==> config.mk <==
export PLATFORM = sky130hd
export DESIGN_NAME = mix_columns_engine_flat
export DESIGN_NICKNAME = d
export VERILOG_FILES = /design/src/rtl/aes_gf_pkg.sv /design/src/rtl/mix_columns_engine_if.sv /design/src/rtl/mix_column_word.sv /design/src/rtl/mix_columns_engine.sv /design/src/flat_wrapper.sv
export SDC_FILE = /design/constraint.sdc
export NUM_CORES = 1
export LEC_CHECK = 0
export CORE_MARGIN = 2
export CORE_UTILIZATION = 30
export DETAILED_ROUTE_END_ITERATION = 16
export DONT_BUFFER_PORTS = 1
export SLEW_MARGIN = 20
export SYNTH_ARGS = -nofsm -noshare
export SYNTH_HDL_FRONTEND = slang
export SYNTH_SLANG_ARGS = --single-unit
==> constraint.sdc <==
create_clock -name clk -period 7.7 [get_ports clk]
set_clock_uncertainty 0.15 [all_clocks]
set_input_delay 1.54 -clock clk [delete_from_list [all_inputs] [get_ports clk]]
set_output_delay 1.54 -clock clk [all_outputs]
set_load 0.02 [all_outputs]
==> src/rtl/aes_gf_pkg.sv <==
// GF(2^8) helpers for the AES MixColumns datapath, plus shared mode and FSM encodings.
package aes_gf_pkg;

  localparam logic MODE_FWD = 1'b0;
  localparam logic MODE_INV = 1'b1;

  typedef enum logic [1:0] {
    ST_IDLE = 2'd0,
    ST_BUSY = 2'd1,
    ST_DONE = 2'd2
  } mc_state_e;

  // Multiply by x modulo x^8 + x^4 + x^3 + x + 1.
  function automatic logic [7:0] xtime(input logic [7:0] x);
    return {x[6:0], 1'b0} ^ (x[7] ? 8'h1b : 8'h00);
  endfunction

  function automatic logic [7:0] gf_mul2(input logic [7:0] x);
    return xtime(x);
  endfunction

  function automatic logic [7:0] gf_mul3(input logic [7:0] x);
    return xtime(x) ^ x;
  endfunction

  function automatic logic [7:0] gf_mul9(input logic [7:0] x);
    logic [7:0] x8;
    x8 = xtime(xtime(xtime(x)));
    return x8 ^ x;
  endfunction

  function automatic logic [7:0] gf_mulb(input logic [7:0] x);
    logic [7:0] x2;
    logic [7:0] x8;
    x2 = xtime(x);
    x8 = xtime(xtime(x2));
    return x8 ^ x2 ^ x;
  endfunction

  function automatic logic [7:0] gf_muld(input logic [7:0] x);
    logic [7:0] x4;
    logic [7:0] x8;
    x4 = xtime(xtime(x));
    x8 = xtime(x4);
    return x8 ^ x4 ^ x;
  endfunction

  function automatic logic [7:0] gf_mule(input logic [7:0] x);
    logic [7:0] x2;
    logic [7:0] x4;
    logic [7:0] x8;
    x2 = xtime(x);
    x4 = xtime(x2);
    x8 = xtime(x4);
    return x8 ^ x4 ^ x2;
  endfunction

endpackage

==> src/rtl/mix_columns_engine_if.sv <==
// Source/sink bundle for mix_columns_engine: one input state channel, one result channel.
interface mix_columns_engine_if;
  // Both channels use valid/ready: a transfer happens on a rising clk edge where
  // valid and ready are both high; a source holds valid and its payload stable
  // until that edge, and ready may depend on state but never on valid.
  logic         in_valid;
  logic         in_ready;
  logic         in_mode;
  logic [127:0] in_state;
  logic         out_valid;
  logic         out_ready;
  logic [127:0] out_state;
  logic         busy;

  modport master (
    output in_valid, in_mode, in_state, out_ready,
    input  in_ready, out_valid, out_state, busy
  );

  modport slave (
    input  in_valid, in_mode, in_state, out_ready,
    output in_ready, out_valid, out_state, busy
  );
endinterface

==> src/rtl/mix_column_word.sv <==
// Combinational MixColumns / InvMixColumns on one 32-bit column (byte 0 = MSB byte).
module mix_column_word
  import aes_gf_pkg::*;
(
  input  logic [31:0] col,
  input  logic        mode,
  output logic [31:0] res
);

  logic [7:0]  a0, a1, a2, a3;
  logic [31:0] fwd;
  logic [31:0] inv;

  assign {a0, a1, a2, a3} = col;

  assign fwd = {
    gf_mul2(a0) ^ gf_mul3(a1) ^ a2          ^ a3,
    a0          ^ gf_mul2(a1) ^ gf_mul3(a2) ^ a3,
    a0          ^ a1          ^ gf_mul2(a2) ^ gf_mul3(a3),
    gf_mul3(a0) ^ a1          ^ a2          ^ gf_mul2(a3)
  };

  assign inv = {
    gf_mule(a0) ^ gf_mulb(a1) ^ gf_muld(a2) ^ gf_mul9(a3),
    gf_mul9(a0) ^ gf_mule(a1) ^ gf_mulb(a2) ^ gf_muld(a3),
    gf_muld(a0) ^ gf_mul9(a1) ^ gf_mule(a2) ^ gf_mulb(a3),
    gf_mulb(a0) ^ gf_muld(a1) ^ gf_mul9(a2) ^ gf_mule(a3)
  };

  assign res = (mode == MODE_FWD) ? fwd : inv;

endmodule

==> src/rtl/mix_columns_engine.sv <==
// Sequential MixColumns engine over a full 128-bit AES state, COLS_PER_CYCLE columns per clock.
module mix_columns_engine
  import aes_gf_pkg::*;
#(
  parameter int COLS_PER_CYCLE = 1,
  parameter bit OUT_REG        = 1'b1
) (
  input  logic               clk,
  input  logic               rst_n,
  mix_columns_engine_if.slave bus
);

  if (!(COLS_PER_CYCLE == 1 || COLS_PER_CYCLE == 2 || COLS_PER_CYCLE == 4)) begin : g_bad_cols
    $fatal(1, "mix_columns_engine: COLS_PER_CYCLE must be 1, 2 or 4");
  end

  localparam int            NCYC = 4 / COLS_PER_CYCLE;
  localparam int            CW   = (NCYC > 1) ? $clog2(NCYC) : 1;
  localparam logic [CW-1:0] LAST = CW'(NCYC - 1);

  mc_state_e     state_q;
  logic [CW-1:0] cnt_q;
  logic          mode_q;
  logic [127:0]  work_q;
  logic [127:0]  work_nxt;
  logic          last;

  logic [1:0]  col_idx [COLS_PER_CYCLE];
  logic [31:0] col_in  [COLS_PER_CYCLE];
  logic [31:0] col_out [COLS_PER_CYCLE];

  assign last = (cnt_q == LAST);

  // Column c occupies bits [127-32c -: 32]; {~c, 5'h1f} is that MSB index.
  for (genvar j = 0; j < COLS_PER_CYCLE; j++) begin : g_col
    assign col_idx[j] = 2'(int'(cnt_q) * COLS_PER_CYCLE + j);
    assign col_in[j]  = work_q[{~col_idx[j], 5'h1f} -: 32];

    mix_column_word u_word (
      .col  (col_in[j]),
      .mode (mode_q),
      .res  (col_out[j])
    );
  end

  always_comb begin
    work_nxt = work_q;
    for (int c = 0; c < 4; c++) begin
      for (int j = 0; j < COLS_PER_CYCLE; j++) begin
        if (col_idx[j] == 2'(c)) begin
          work_nxt[127 - 32*c -: 32] = col_out[j];
        end
      end
    end
  end

  always_ff @(posedge clk or negedge rst_n) begin
    if (!rst_n) begin
      state_q <= ST_IDLE;
      cnt_q   <= '0;
      mode_q  <= MODE_FWD;
      work_q  <= '0;
    end else begin
      case (state_q)
        ST_IDLE: begin
          if (bus.in_valid) begin
            work_q  <= bus.in_state;
            mode_q  <= bus.in_mode;
            cnt_q   <= '0;
            state_q <= ST_BUSY;
          end
        end
        ST_BUSY: begin
          work_q <= work_nxt;
          if (last) begin
            cnt_q   <= '0;
            state_q <= ST_DONE;
          end else begin
            cnt_q <= cnt_q + 1'b1;
          end
        end
        ST_DONE: begin
          if (bus.out_ready) begin
            state_q <= ST_IDLE;
          end
        end
        default: state_q <= ST_IDLE;
      endcase
    end
  end

  // The output register captures the finished state on the last BUSY cycle,
  // so both variants raise out_valid on the same cycle.
  if (OUT_REG) begin : g_out_reg
    logic [127:0] out_q;
    always_ff @(posedge clk or negedge rst_n) begin
      if (!rst_n) begin
        out_q <= '0;
      end else if (state_q == ST_BUSY && last) begin
        out_q <= work_nxt;
      end
    end
    assign bus.out_state = out_q;
  end else begin : g_out_work
    assign bus.out_state = work_q;
  end

  assign bus.in_ready  = (state_q == ST_IDLE);
  assign bus.out_valid = (state_q == ST_DONE);
  assign bus.busy      = (state_q != ST_IDLE);

endmodule
==> src/flat_wrapper.sv <==
// flat-port wrapper written by rule: the top's interface ports become plain ports
module mix_columns_engine_flat import aes_gf_pkg::*;
#(
  parameter int COLS_PER_CYCLE = 1,
  parameter bit OUT_REG        = 1'b1
)
  (clk, rst_n, bus_in_valid, bus_in_mode, bus_in_state, bus_out_ready, bus_in_ready, bus_out_valid, bus_out_state, bus_busy);
  mix_columns_engine_if bus_i ();
  input  logic clk;
  input  logic rst_n;
  input wire logic [$bits(bus_i.in_valid)-1:0] bus_in_valid;
  input wire logic [$bits(bus_i.in_mode)-1:0] bus_in_mode;
  input wire logic [$bits(bus_i.in_state)-1:0] bus_in_state;
  input wire logic [$bits(bus_i.out_ready)-1:0] bus_out_ready;
  output wire logic [$bits(bus_i.in_ready)-1:0] bus_in_ready;
  output wire logic [$bits(bus_i.out_valid)-1:0] bus_out_valid;
  output wire logic [$bits(bus_i.out_state)-1:0] bus_out_state;
  output wire logic [$bits(bus_i.busy)-1:0] bus_busy;
  assign bus_i.in_valid = bus_in_valid;
  assign bus_i.in_mode = bus_in_mode;
  assign bus_i.in_state = bus_in_state;
  assign bus_i.out_ready = bus_out_ready;
  assign bus_in_ready = bus_i.in_ready;
  assign bus_out_valid = bus_i.out_valid;
  assign bus_out_state = bus_i.out_state;
  assign bus_busy = bus_i.busy;
  mix_columns_engine #(.COLS_PER_CYCLE(COLS_PER_CYCLE), .OUT_REG(OUT_REG)) u_core (.clk(clk), .rst_n(rst_n), .bus(bus_i));
endmodule
Word-level counts from Yosys, hierarchy flattened
Cells that the tools add are included.
- mux-type cells: 26
- add/sub/neg operators: 1
- shift-type cells: 1
- eq/ne operators: 8
- bitwise gates (word level): 65
- reductions and logical operators: 8
- operators with widths (operator ; number):
    $xor A8 B8 Y8 ; 55
    $pmux W128 S2 ; 1
    $mux W32 ; 5
    $shiftx A159 B8 Y32 ; 1
    $mux W128 ; 1
    $xor A8 B5 Y8 ; 9
    $mux W5 ; 12
    $mux W2 ; 5
    $eq A2 B2 Y1 const B ; 3
    $pmux W2 S3 ; 1
    $eq A2 B1 Y1 const B ; 2
    $logic_not A2 Y1 ; 2
    $ne A2 B2 Y1 const B ; 2
    $pmux W2 S2 ; 1
    $reduce_and A2 Y1 ; 2
    $reduce_bool A2 Y1 ; 2
    $reduce_and A3 Y1 ; 1
    $add A2 B1 Y2 const B ; 1
    $ne A2 B1 Y1 const B ; 1
    $not A2 Y2 ; 1
    $logic_and A1 B1 Y1 ; 1
- output and inout port bits: 131
- register bits after elaboration: 261
- logic and storage cells: 114

Longest topological paths before layout
Gate-level depths: netlist of the first run.
- depth in word-level cells: 16
- mapped depth: 13
- gate-level depth less buffers: 8

Hierarchy
Synthesis of the first run repeated with hierarchy kept, for this count alone.
- cells, all modules: 1289
- area, all modules: 14556.5 um2
- modules (own cells, without submodules) (module ; cells each ; area each (um2) ; instances):
    mix_columns_engine ; 1048 ; 12346.8 ; 1
    mix_column_word ; 241 ; 2209.6 ; 1

Least setup slack after synthesis of the first run
Ideal clock, no wire load.
- kind: reg-to-reg
- from: reg u_core.cnt_q[0]
- to: reg u_core.g_out_reg.out_q[107] (netlist: u_core.bus.out_state[107])
- cell stages (with the launch flop): 13
- library setup time: 0.142 ns
- data arrival time: 3.223 ns
- path slack: 4.185 ns
- cells stage by stage: dfrtp_1 buf_6 buf_12 buf_8 mux4_2 buf_4 xor2_2 xnor3_1 xnor3_1 xnor2_1 mux2i_1 xnor2_1 o21ai_0
- longest elaborated chain between the ends: 13
- elaborated cells on any way between the ends: 43
- ends and longest elaborated chain (element ; line ; RTL):
    start: declaration ; mix_columns_engine.sv:22 ; logic [CW-1:0] cnt_q;
    start signal: assignment ; mix_columns_engine.sv:79 ; cnt_q <= cnt_q + 1'b1;
    $not A2 Y2 ; mix_columns_engine.sv:37 ; assign col_in[j] = work_q[{~col_idx[j], 5'h1f} -: 32];
    $shiftx A159 B8 Y32 ; mix_columns_engine.sv:37 ;
    $mux W5 or $xor A8 B8 Y8 (tied branches) ; aes_gf_pkg.sv:15 ; return {x[6:0], 1'b0} ^ (x[7] ? 8'h1b : 8'h00);
    $xor A8 B8 Y8 or $xor A8 B5 Y8 (tied branches) ; aes_gf_pkg.sv:15 ;
    $xor A8 B5 Y8 or $mux W5 (tied branches) ; aes_gf_pkg.sv:15 ;
    $xor A8 B8 Y8 ; aes_gf_pkg.sv:15 ;
    $xor A8 B8 Y8 (2 in a row) ; aes_gf_pkg.sv:45 ; return x8 ^ x4 ^ x;
    $xor A8 B8 Y8 (3 in a row) ; mix_column_word.sv:26 ; gf_muld(a0) ^ gf_mul9(a1) ^ gf_mule(a2) ^ gf_mulb(a3),
    $mux W32 ; mix_column_word.sv:30 ; assign res = (mode == MODE_FWD) ? fwd : inv;
    $mux W32 ; mix_columns_engine.sv:50 ; if (col_idx[j] == 2'(c)) begin
    end signal: assignment ; mix_columns_engine.sv:100 ; out_q <= work_nxt;
    end: declaration ; mix_columns_engine.sv:95 ; logic [127:0] out_q;
Parallel ways exist; a longest one is shown, timed or not.
A chain may end at the register's enable or synchronous reset.

Final worst setup path of the first run
- from: reg u_core.cnt_q[0]
- to: reg u_core.g_out_reg.out_q[43] (netlist: u_core.bus.out_state[43])
The elaborated chain is that of the path after synthesis.

==> impl_metrics.csv, run 1 <==
group,metric,value,unit
detailed_routing,avgRoutedWirePerCell,28.26,microns
floorplanning,io_pins,264,
clock_network,cts_hold_buf,0,
worst_setup_path,reg2reg_to,"u_core.bus.out_state[43]",
sta,fin_crit,4.732,ns
clock_network,numCtsBuffers,28,
synthesis,synthArstFlopShare,100.0,%
detailed_routing,drt-total-wl,54660,microns
clock_network,clockRootBuffer,"clkbuf_16",
clock_network,clock-sinks,261,
sta,clock.fmax,211.3,MHz
sta,final_max_slew_viol_count,0,
floorplanning,rows,80,
floorplanning,die_w,224.0,microns
detailed_routing,drtIter0Drc,1136,
synthesis,synth_top_area_share,44.98,%
sta,rsz0062_at_grt,"false",
synthesis,netlist_area,0.01452,sq mm
clock_network,insertion_delay,0.58,ns
placement,io_buffers,0,
detailed_routing,dr.pass1.iters,5,
worst_setup_path,required,7.95,ns
sta,setup_viol_count_final,0,
floorplanning,dieArea,0.05017,sq mm
worst_setup_path,start_kind,"flop",
run_status,status,"finished clean",
sta,hold_viol_final,0,
global_route,overflow,0,
detailed_routing,vias_per_cell,5.747,
worst_setup_path,critPathCaptureType,"flop",
global_route,antenna_found_initial,11,
final_layout,seq_area,0.006533,sq mm
floorplanning,core_area,0.04775,sq mm
min_path,whs_path_depth,2,
worst_setup_path,rr_worst_depth,9,
clock_network,ctsHtreeMaxLevel,1,
clock_network,clk_pin_slew_worst_paths,0.06,ns
detailed_routing,wl_met1,21450,microns
global_route,grt_max_degree,262,
synthesis,yosysTopAreaCell,"dfrtp_1",
final_layout,syn_to_final_growth,9.436,%
final_layout,multi_input_comb_area,0.007495,sq mm
final_layout,drive_above_1_share,9.977,%
synthesis,synth-seq-cells,261,
worst_setup_path,rrSetupSlack,2.97,ns
clock_network,postCtsResizedCells,0,
min_path,hold_start,"u_core.work_q[53]",
synthesis,synth_nets,1498,
min_path,min_to,"u_core.work_q[53]",
detailed_routing,highest_layer,"met5",
synthesis,synth_ff_type,"dfrtp_1",
sta,slew_headroom,23.16,%
sta,fin_setup_tns,0,ns
placement,gp_congestion,0.8751,
clock_network,cts_setup_buffers,0,
placement,post-dp-hpwl,37600,microns
synthesis,synth.distinct_cells,46,
synthesis,avgSynthCellArea,10.67,sq um
synthesis,synth_edf_count,0,
final_layout,final_cell_mix,"dfrtp_1, a21oi_1, o21ai_0",
synthesis,yosysWarnings,0,
run,maxCapViolations,0,
worst_setup_path,r2r-start,"u_core.cnt_q[0]",
sta,finalCritPeriodShare,61.46,%
detailed_routing,drc,0,
clock_network,cts_buffer_depth,3,
synthesis,synth-seq-area-share,44.98,%
clock_network,cts_tree,"done",
detailed_routing,dr_wl_met2,25790,microns
worst_setup_path,crit_arrival,4.98,ns
global_route,first_global_vias,11030,
final_layout,final_common_cell,"dfrtp_1",
worst_setup_path,path_max_fanout,20,
sta,tightest_slew,1.153,ns
detailed_routing,wl_met3,5573,microns
floorplanning,initial_utilization,30.41,%
global_route,grt_pass1_wl,79280,microns
floorplanning,die_h,224.0,microns
synthesis,synthTopCellsByArea,"dfrtp_1, xnor2_1, xnor3_1, mux4_2, a21oi_1",
worst_setup_path,critPathKind,"reg2reg",
min_path,hp-class,"reg2reg",
detailed_routing,drtAntennaViolNets,0,
final_layout,final_nets,1432,
detailed_routing,vias,11110,
global_route,grtUsageTotal,21.41,%
final_layout,fillers,4757,
synthesis,syn_inst,1361,
==> metal layers <==
layer  vias to the layer above  track usage [%]
met5                         -                0
met4                        14            7.785
met3                       107            6.703
met2                       516            34.20
met1                      5705            27.28
li1                       4772                -
==> cell type report <==
| type | instances | area share (%) |
|---|---|---|
| Tap cell | 615 | 4.843 |
| Inverter | 7 | 0.1654 |
| Multi-Input combinational cell | 977 | 47.17 |
| Clock buffer | 43 | 5.339 |
| Clock inverter | 5 | 0.3307 |
| Sequential cell | 261 | 41.11 |
| Timing Repair Buffer | 20 | 0.9450 |
| Antenna cell | 6 | 0.09450 |
==> state kept, by name, summed over array words and instances (netlist names) <==
name,cells
u_core.bus.out_state,128
u_core.mode_q,1
u_core.state_q,2
u_core.cnt_q,2
u_core.work_q,128
==> stage by stage <==
step	cells	hold WS (ns)	utilization [%]	area (sq um)	setup slack [ns]
floorplan	1361	0.3252	-	14520	4.185
global placement	1880	0.3502	31.36	14970	3.007
detailed placement	1880	0.3627	31.36	14970	2.989
CTS	1928	0.3790	33.25	15870	2.974
global route	1932	0.4035	33.27	15880	2.698
finish	1934	0.3791	33.28	15890	2.968
==> Yosys cell counts, types with 18 or more instances <==
cell	instances
nor2_1	76
o22ai_1	73
mux2i_1	18
xnor3_1	33
clkbuf_1	88
a22oi_1	34
o21ai_1	19
mux4_2	32
a21oi_1	127
a21o_1	65
o21ai_0	114
dfrtp_1	261
nand2_1	95
a211oi_1	27
xor2_1	40
xnor2_1	108
==> critical path, cell delays in order (launching register included) <==
cell	delay, ns
dfrtp_2	0.71
buf_4	0.50
mux4_2	0.74
xor2_1	0.31
xnor3_1	0.50
xnor3_1	0.40
xnor2_1	0.17
mux2i_1	0.12
xnor2_1	0.70
o21ai_0	0.23
==> worst max path at each step <==
stage                                     end       startpoint  slack [ns]  depth (start not counted)
floorplan           u_core.bus.out_state[107]  u_core.cnt_q[0]        4.18                         12
global placement    u_core.bus.out_state[116]  u_core.cnt_q[0]        3.01                          9
detailed placement   u_core.bus.out_state[89]  u_core.cnt_q[0]        2.99                          9
CTS                  u_core.bus.out_state[89]  u_core.cnt_q[0]        2.97                          9
global route         u_core.bus.out_state[43]  u_core.cnt_q[0]        2.70                          9
finish               u_core.bus.out_state[43]  u_core.cnt_q[0]        2.97                          9
==> kinds of logic after synthesis <==
logic type      share of synthesized area, %
fa+ha+maj                             0.3447
buf+inv                                3.680
mux                                    6.748
compound gates                         20.13
flops                                  44.98
simple gates                           6.782
xor+xnor                               17.33
Power of run 1 is not shown: default switching activity piles up to over one toggle a cycle in this logic, so the estimate is an artifact.
==> run 2, diff against run 1 <==
Settings changed: ABC_AREA set to 1.
Clock period 7.7 ns to 4.65 ns, I/O delays scaled along.
==> impl_metrics.csv, run 2 <==
group,metric,value,unit
final_layout,final_common_cell,"nand2_1",
run_status,status,"finished with violations",
clock_network,cts_buffer_depth,3,
detailed_routing,drtIter0Drc,2480,
worst_setup_path,required,4.97,ns
floorplanning,io_pins,264,
worst_setup_path,critPathCaptureType,"flop",
synthesis,synth-seq-area-share,33.51,%
final_layout,final_cell_mix,"nand2_1, nand3_1, dfrtp_1",
synthesis,syn_inst,2936,
min_path,hp-class,"in2async",
synthesis,synth-seq-cells,261,
run_status,violations,"hold timing",
synthesis,netlist_area,0.01949,sq mm
placement,post-dp-hpwl,64570,microns
final_layout,final_nets,3009,
global_route,grt_max_degree,262,
synthesis,synth_top_area_share,33.51,%
floorplanning,initial_utilization,30.29,%
sta,final_max_slew_viol_count,0,
sta,hold_slack,-0.1150,ns
worst_setup_path,start_kind,"flop",
global_route,overflow,0,
floorplanning,die_h,258.9,microns
clock_network,clockRootBuffer,"clkbuf_16",
worst_setup_path,path_max_fanout,26,
synthesis,avgSynthCellArea,6.639,sq um
final_layout,drive_above_1_share,9.053,%
clock_network,ctsHtreeMaxLevel,1,
clock_network,postCtsResizedCells,0,
sta,clock.fmax,255.1,MHz
sta,fin_crit,3.921,ns
synthesis,synth_ff_type,"dfrtp_1",
synthesis,synth_edf_count,0,
clock_network,clk_pin_slew_worst_paths,0.07,ns
synthesis,synth.distinct_cells,48,
final_layout,syn_to_final_growth,8.885,%
detailed_routing,drtAntennaViolNets,0,
global_route,first_global_vias,18320,
detailed_routing,avgRoutedWirePerCell,23.24,microns
clock_network,insertion_delay,0.59,ns
clock_network,numCtsBuffers,28,
sta,hold_viol_final,149,
clock_network,cts_tree,"done",
synthesis,synthTopCellsByCount,"nand2_1, nand3_1, dfrtp_1",
sta,slew_headroom,21.94,%
floorplanning,rows,93,
synthesis,yosysWarnings,0,
global_route,grt_pass1_wl,126600,microns
global_route,antenna_found_initial,5,
detailed_routing,dr.pass1.iters,9,
worst_setup_path,worst-path-buf-inv,3,
worst_setup_path,critPathSlowestCell,"o21ai_0",
sta,rsz0062_at_grt,"false",
worst_setup_path,crit_arrival,4.24,ns
clock_network,cts_setup_buffers,0,
detailed_routing,drt-total-wl,87200,microns
sta,fin_setup_tns,0,ns
placement,io_buffers,0,
placement,gp_congestion,1.052,
detailed_routing,drc,0,
detailed_routing,vias,19910,
worst_setup_path,rrSetupSlack,0.73,ns
floorplanning,core_area,0.06435,sq mm
detailed_routing,vias_per_cell,5.305,
synthesis,synth_nets,3073,
global_route,grtUsageTotal,25.35,%
synthesis,yosysTopAreaCell,"dfrtp_1",
synthesis,synthTopCellsByArea,"dfrtp_1, nand2_1, nand3_1, xor2_1, inv_1",
clock_network,clock-sinks,261,
sta,finalCritPeriodShare,84.31,%
floorplanning,die_w,258.9,microns
synthesis,synthArstFlopShare,100.0,%
floorplanning,dieArea,0.06703,sq mm
sta,setup_viol_count_final,0,
worst_setup_path,path_cells,"buf_4 > nand2_1 > nand3_1 > nand2_1 > buf_4 > xnor2_4 > xor2_1 > o21ai_0 > nand3_1 > o21ai_1 > inv_1",
run,maxCapViolations,0,
worst_setup_path,cpPeakStageDelay,0.92,ns
worst_setup_path,path_delay_family,"compound AO/OA/AOI/OAI gates",
worst_setup_path,critPathKind,"reg2reg",
synthesis,yosysMostFrequentCell,"nand2_1",
sta,tightest_slew,1.159,ns
## run 2: cells by family (layout without fill, tap and decap cells)
kind of cell	Yosys count	count (layout)	share of synthesized area [%]
simple gates	1828	1828	40.05
buf+inv	386	344	8.384
compound gates	265	265	7.883
flops	261	261	33.51
xor+xnor	192	192	9.918
fa+ha+maj	4	4	0.2568
other cells	0	3	0
## run 2: layout make-up
type / instances / area [sq um]
well taps: 855 / 1070
multi-input cells: 2289 / 11360
repair buffers: 49 / 417.9
clock inverters: 14 / 117.6
diodes: 3 / 7.507
inverters: 243 / 924.6
flip-flops and latches: 261 / 6534
fillers: 6933 / 43130
clock buffers: 38 / 788.3
## run 2: worst paths after layout
| check | endpoint | from | cells past startpoint |
|---|---|---|---|
| max in group asynchronous | u_core.work_q[40] | rst_n | 0 |
| min | u_core.work_q[73] | rst_n | 0 |
| min in group clk | u_core.state_q[1] | bus_out_ready | 1 |
| max reg2reg | u_core.bus.out_state[1] | u_core.cnt_q[0] | 11 |
| max | u_core.bus.out_state[1] | u_core.cnt_q[0] | 11 |
| min reg2reg | u_core.work_q[7] | u_core.work_q[7] | 2 |
## run 2: stage by stage
step	util [%]	instances	cell area [sq um]	hold WS, ns	worst slack, ns
detailed placement	31.56	3697	20310	0.3455	0.8761
global route	32.98	3751	21220	-0.1374	0.6394
floorplan	-	2936	19490	0.3208	1.953
finish	32.98	3752	21220	-0.1150	0.7295
global placement	31.56	3697	20310	0.3477	0.8721
CTS	32.97	3749	21220	-0.1266	0.8778
## run 2: layer usage
| layer | track usage (%) | vias up | routed length, microns |
|---|---|---|---|
| li1 | - | 9193 | - |
| met1 | 32.83 | 9421 | 34140 |
| met2 | 39.19 | 1050 | 38450 |
| met3 | 3.935 | 235 | 7813 |
| met4 | 16.76 | 6 | 6758 |
| met5 | 0 | - | 37 |
## run 2: worst register-to-register path: stages, from the launching register on
cell,delay [ns]
dfrtp_2,0.45
buf_4,0.37
nand2_1,0.16
nand3_1,0.14
nand2_1,0.27
buf_4,0.29
xnor2_4,0.37
xor2_1,0.15
o21ai_0,0.92
nand3_1,0.33
o21ai_1,0.16
inv_1,0.06
Power of run 2 is left out for the same reason.
==> run 3, diff against run 2 <==
Clock period 4.65 ns to 3.3 ns, I/O delays scaled along.
==> impl_metrics.csv, run 3 (synthesized netlist as in run 2, its figures left out) <==
group,metric,value,unit
final_layout,final_common_cell,"nand2_1",
final_layout,drive_above_1_share,22.45,%
placement,dpl_worst_slack,-0.07969,ns
floorplanning,die_h,258.9,microns
sta,rsz0062_at_grt,"true",
floorplanning,io_pins,264,
placement,post-dp-hpwl,69750,microns
placement,io_buffers,0,
clock_network,clk_pin_slew_worst_paths,0.07,ns
sta,hold_slack,-0.3590,ns
sta,final_max_slew_viol_count,0,
detailed_routing,drtAntennaViolNets,0,
global_route,first_global_vias,19480,
floorplanning,core_area,0.06435,sq mm
detailed_routing,drtIter0Drc,2213,
global_route,overflow,0,
detailed_routing,drc,0,
global_route,antenna_found_initial,4,
sta,setup_viol_count_final,0,
clock_network,ctsHtreeMaxLevel,1,
final_layout,layout.cells.non_filler,4042,
worst_setup_path,required,3.60,ns
placement,dp_cells,3940,
detailed_routing,dr.pass1.iters,6,
worst_setup_path,critPathKind,"reg2reg",
sta,finalCritPeriodShare,99.21,%
run,maxCapViolations,0,
clock_network,cts_tree,"done",
detailed_routing,vias_per_cell,5.167,
final_layout,multi_input_comb_area,0.01226,sq mm
final_layout,fillers,6730,
run_status,status,"finished with violations",
sta,fin_crit,3.274,ns
final_layout,final_nets,3300,
sta,tightest_slew,0.7727,ns
global_route,grt_pass1_wl,131200,microns
sta,setup_ws,0.02600,ns
worst_setup_path,critPathCaptureType,"flop",
placement,gp_congestion,1.017,
detailed_routing,avgRoutedWirePerCell,22.57,microns
sta,hold_viol_final,261,
clock_network,clockRootBuffer,"clkbuf_16",
clock_network,numCtsBuffers,28,
run_status,violations,"hold timing",
clock_network,clock-sinks,261,
clock_network,cts_buffer_depth,3,
final_layout,seq_area,0.006534,sq mm
min_path,hp-class,"in2async",
worst_setup_path,path_max_fanout,8,
sta,clock.fmax,305.4,MHz
clock_network,insertion_delay,0.58,ns
floorplanning,initial_utilization,30.29,%
floorplanning,rows,93,
detailed_routing,drt-total-wl,91230,microns
sta,fin_setup_tns,0,ns
sta,slew_headroom,48.48,%
global_route,grtUsageTotal,26.32,%
detailed_routing,vias,20880,
final_layout,syn_to_final_growth,27.19,%
floorplanning,die_w,258.9,microns
floorplanning,dieArea,0.06703,sq mm
global_route,grt_max_degree,262,
final_layout,final_cell_mix,"nand2_1, nand3_1, buf_4",
worst_setup_path,crit_arrival,3.57,ns
worst_setup_path,start_kind,"flop",
run 3: cell types whose count changed in the layout (fill, tap and decap cells not counted), moves of 11 or more:
cell / delta
xor2_2: +11
nand3_2: +35
nand2_1: -96
nand3_1: -39
xor2_1: -15
nand2_2: +60
buf_12: +22
nand2_4: +35
buf_4: +245
buf_6: +20
run 3: critical path, stage by stage (launching register included):
cell and delay [ns]:
dfrtp_2 0.42, buf_4 0.14, buf_12 0.14, buf_4 0.13, nand2_1 0.06, nand3_1 0.10
nand2_2 0.11, buf_8 0.17, buf_4 0.14, xnor2_2 0.41, xnor2_1 0.16, xor2_1 0.17
nand2_1 0.07, o21a_1 0.18, buf_12 0.13, nand2_1 0.06, o211ai_1 0.26, nand2_1 0.12
run 3: repair_timing:
item / in CTS / in global routing
pin swaps: 0 / 75
gates cloned: 0 / 2
endpoints found under the setup margin: 35 / 178
resized for setup: 12 / 235
setup buffers: 2 / 44
hold endpoints to repair: 261 / 261
run 3: metrics by stage:
stage | util (%) | cell area, sq um | hold WS [ns]
6_report | 38.53 | 24790 | -0.3590
5_1_grt | 38.52 | 24790 | -0.3850
2_1_floorplan | - | 19490 | 0.2144
3_5_place_dp | 34.75 | 22360 | 0.2242
4_1_cts | 36.36 | 23400 | -0.3818
3_3_place_gp | 34.75 | 22360 | 0.2262
run 3: area by class of cell:
class,instances,share of cell area (%)
timing repair buffer,339,12.01
inverter,243,3.861
timing repair inverter,1,0.03533
sequential,261,26.36
multi-input combinational,2289,49.46
antenna,2,0.02019
clock buffer,43,3.457
clock inverter,9,0.4845
tap,855,4.315
run 3: worst paths after layout:
path                                  startpoint                        end  slack (ns)  depth (start not counted)
min in group clk                   bus_out_ready          u_core.state_q[1]        0.03                          1
worst max register to register   u_core.cnt_q[0]  u_core.bus.out_state[120]        0.03                         17
worst min register to register  u_core.work_q[7]           u_core.work_q[7]        0.37                          2
worst min-delay path                       rst_n   u_core.bus.out_state[32]       -0.36                          0
max in group asynchronous                  rst_n  u_core.bus.out_state[113]        2.82                          0
worst max-delay path             u_core.cnt_q[0]  u_core.bus.out_state[120]        0.03                         17
run 3: layer usage:
metal | vias up | share of wire (%) | track usage, %
met1 | 9953 | 40 | 33.56
met4 | 4 | 6.5 | 15.37
met3 | 208 | 8.2 | 4.433
met5 | - | 0.030 | 0
li1 | 9759 | - | -
met2 | 959 | 46 | 41.98
Power of run 3 is left out for the same reason.
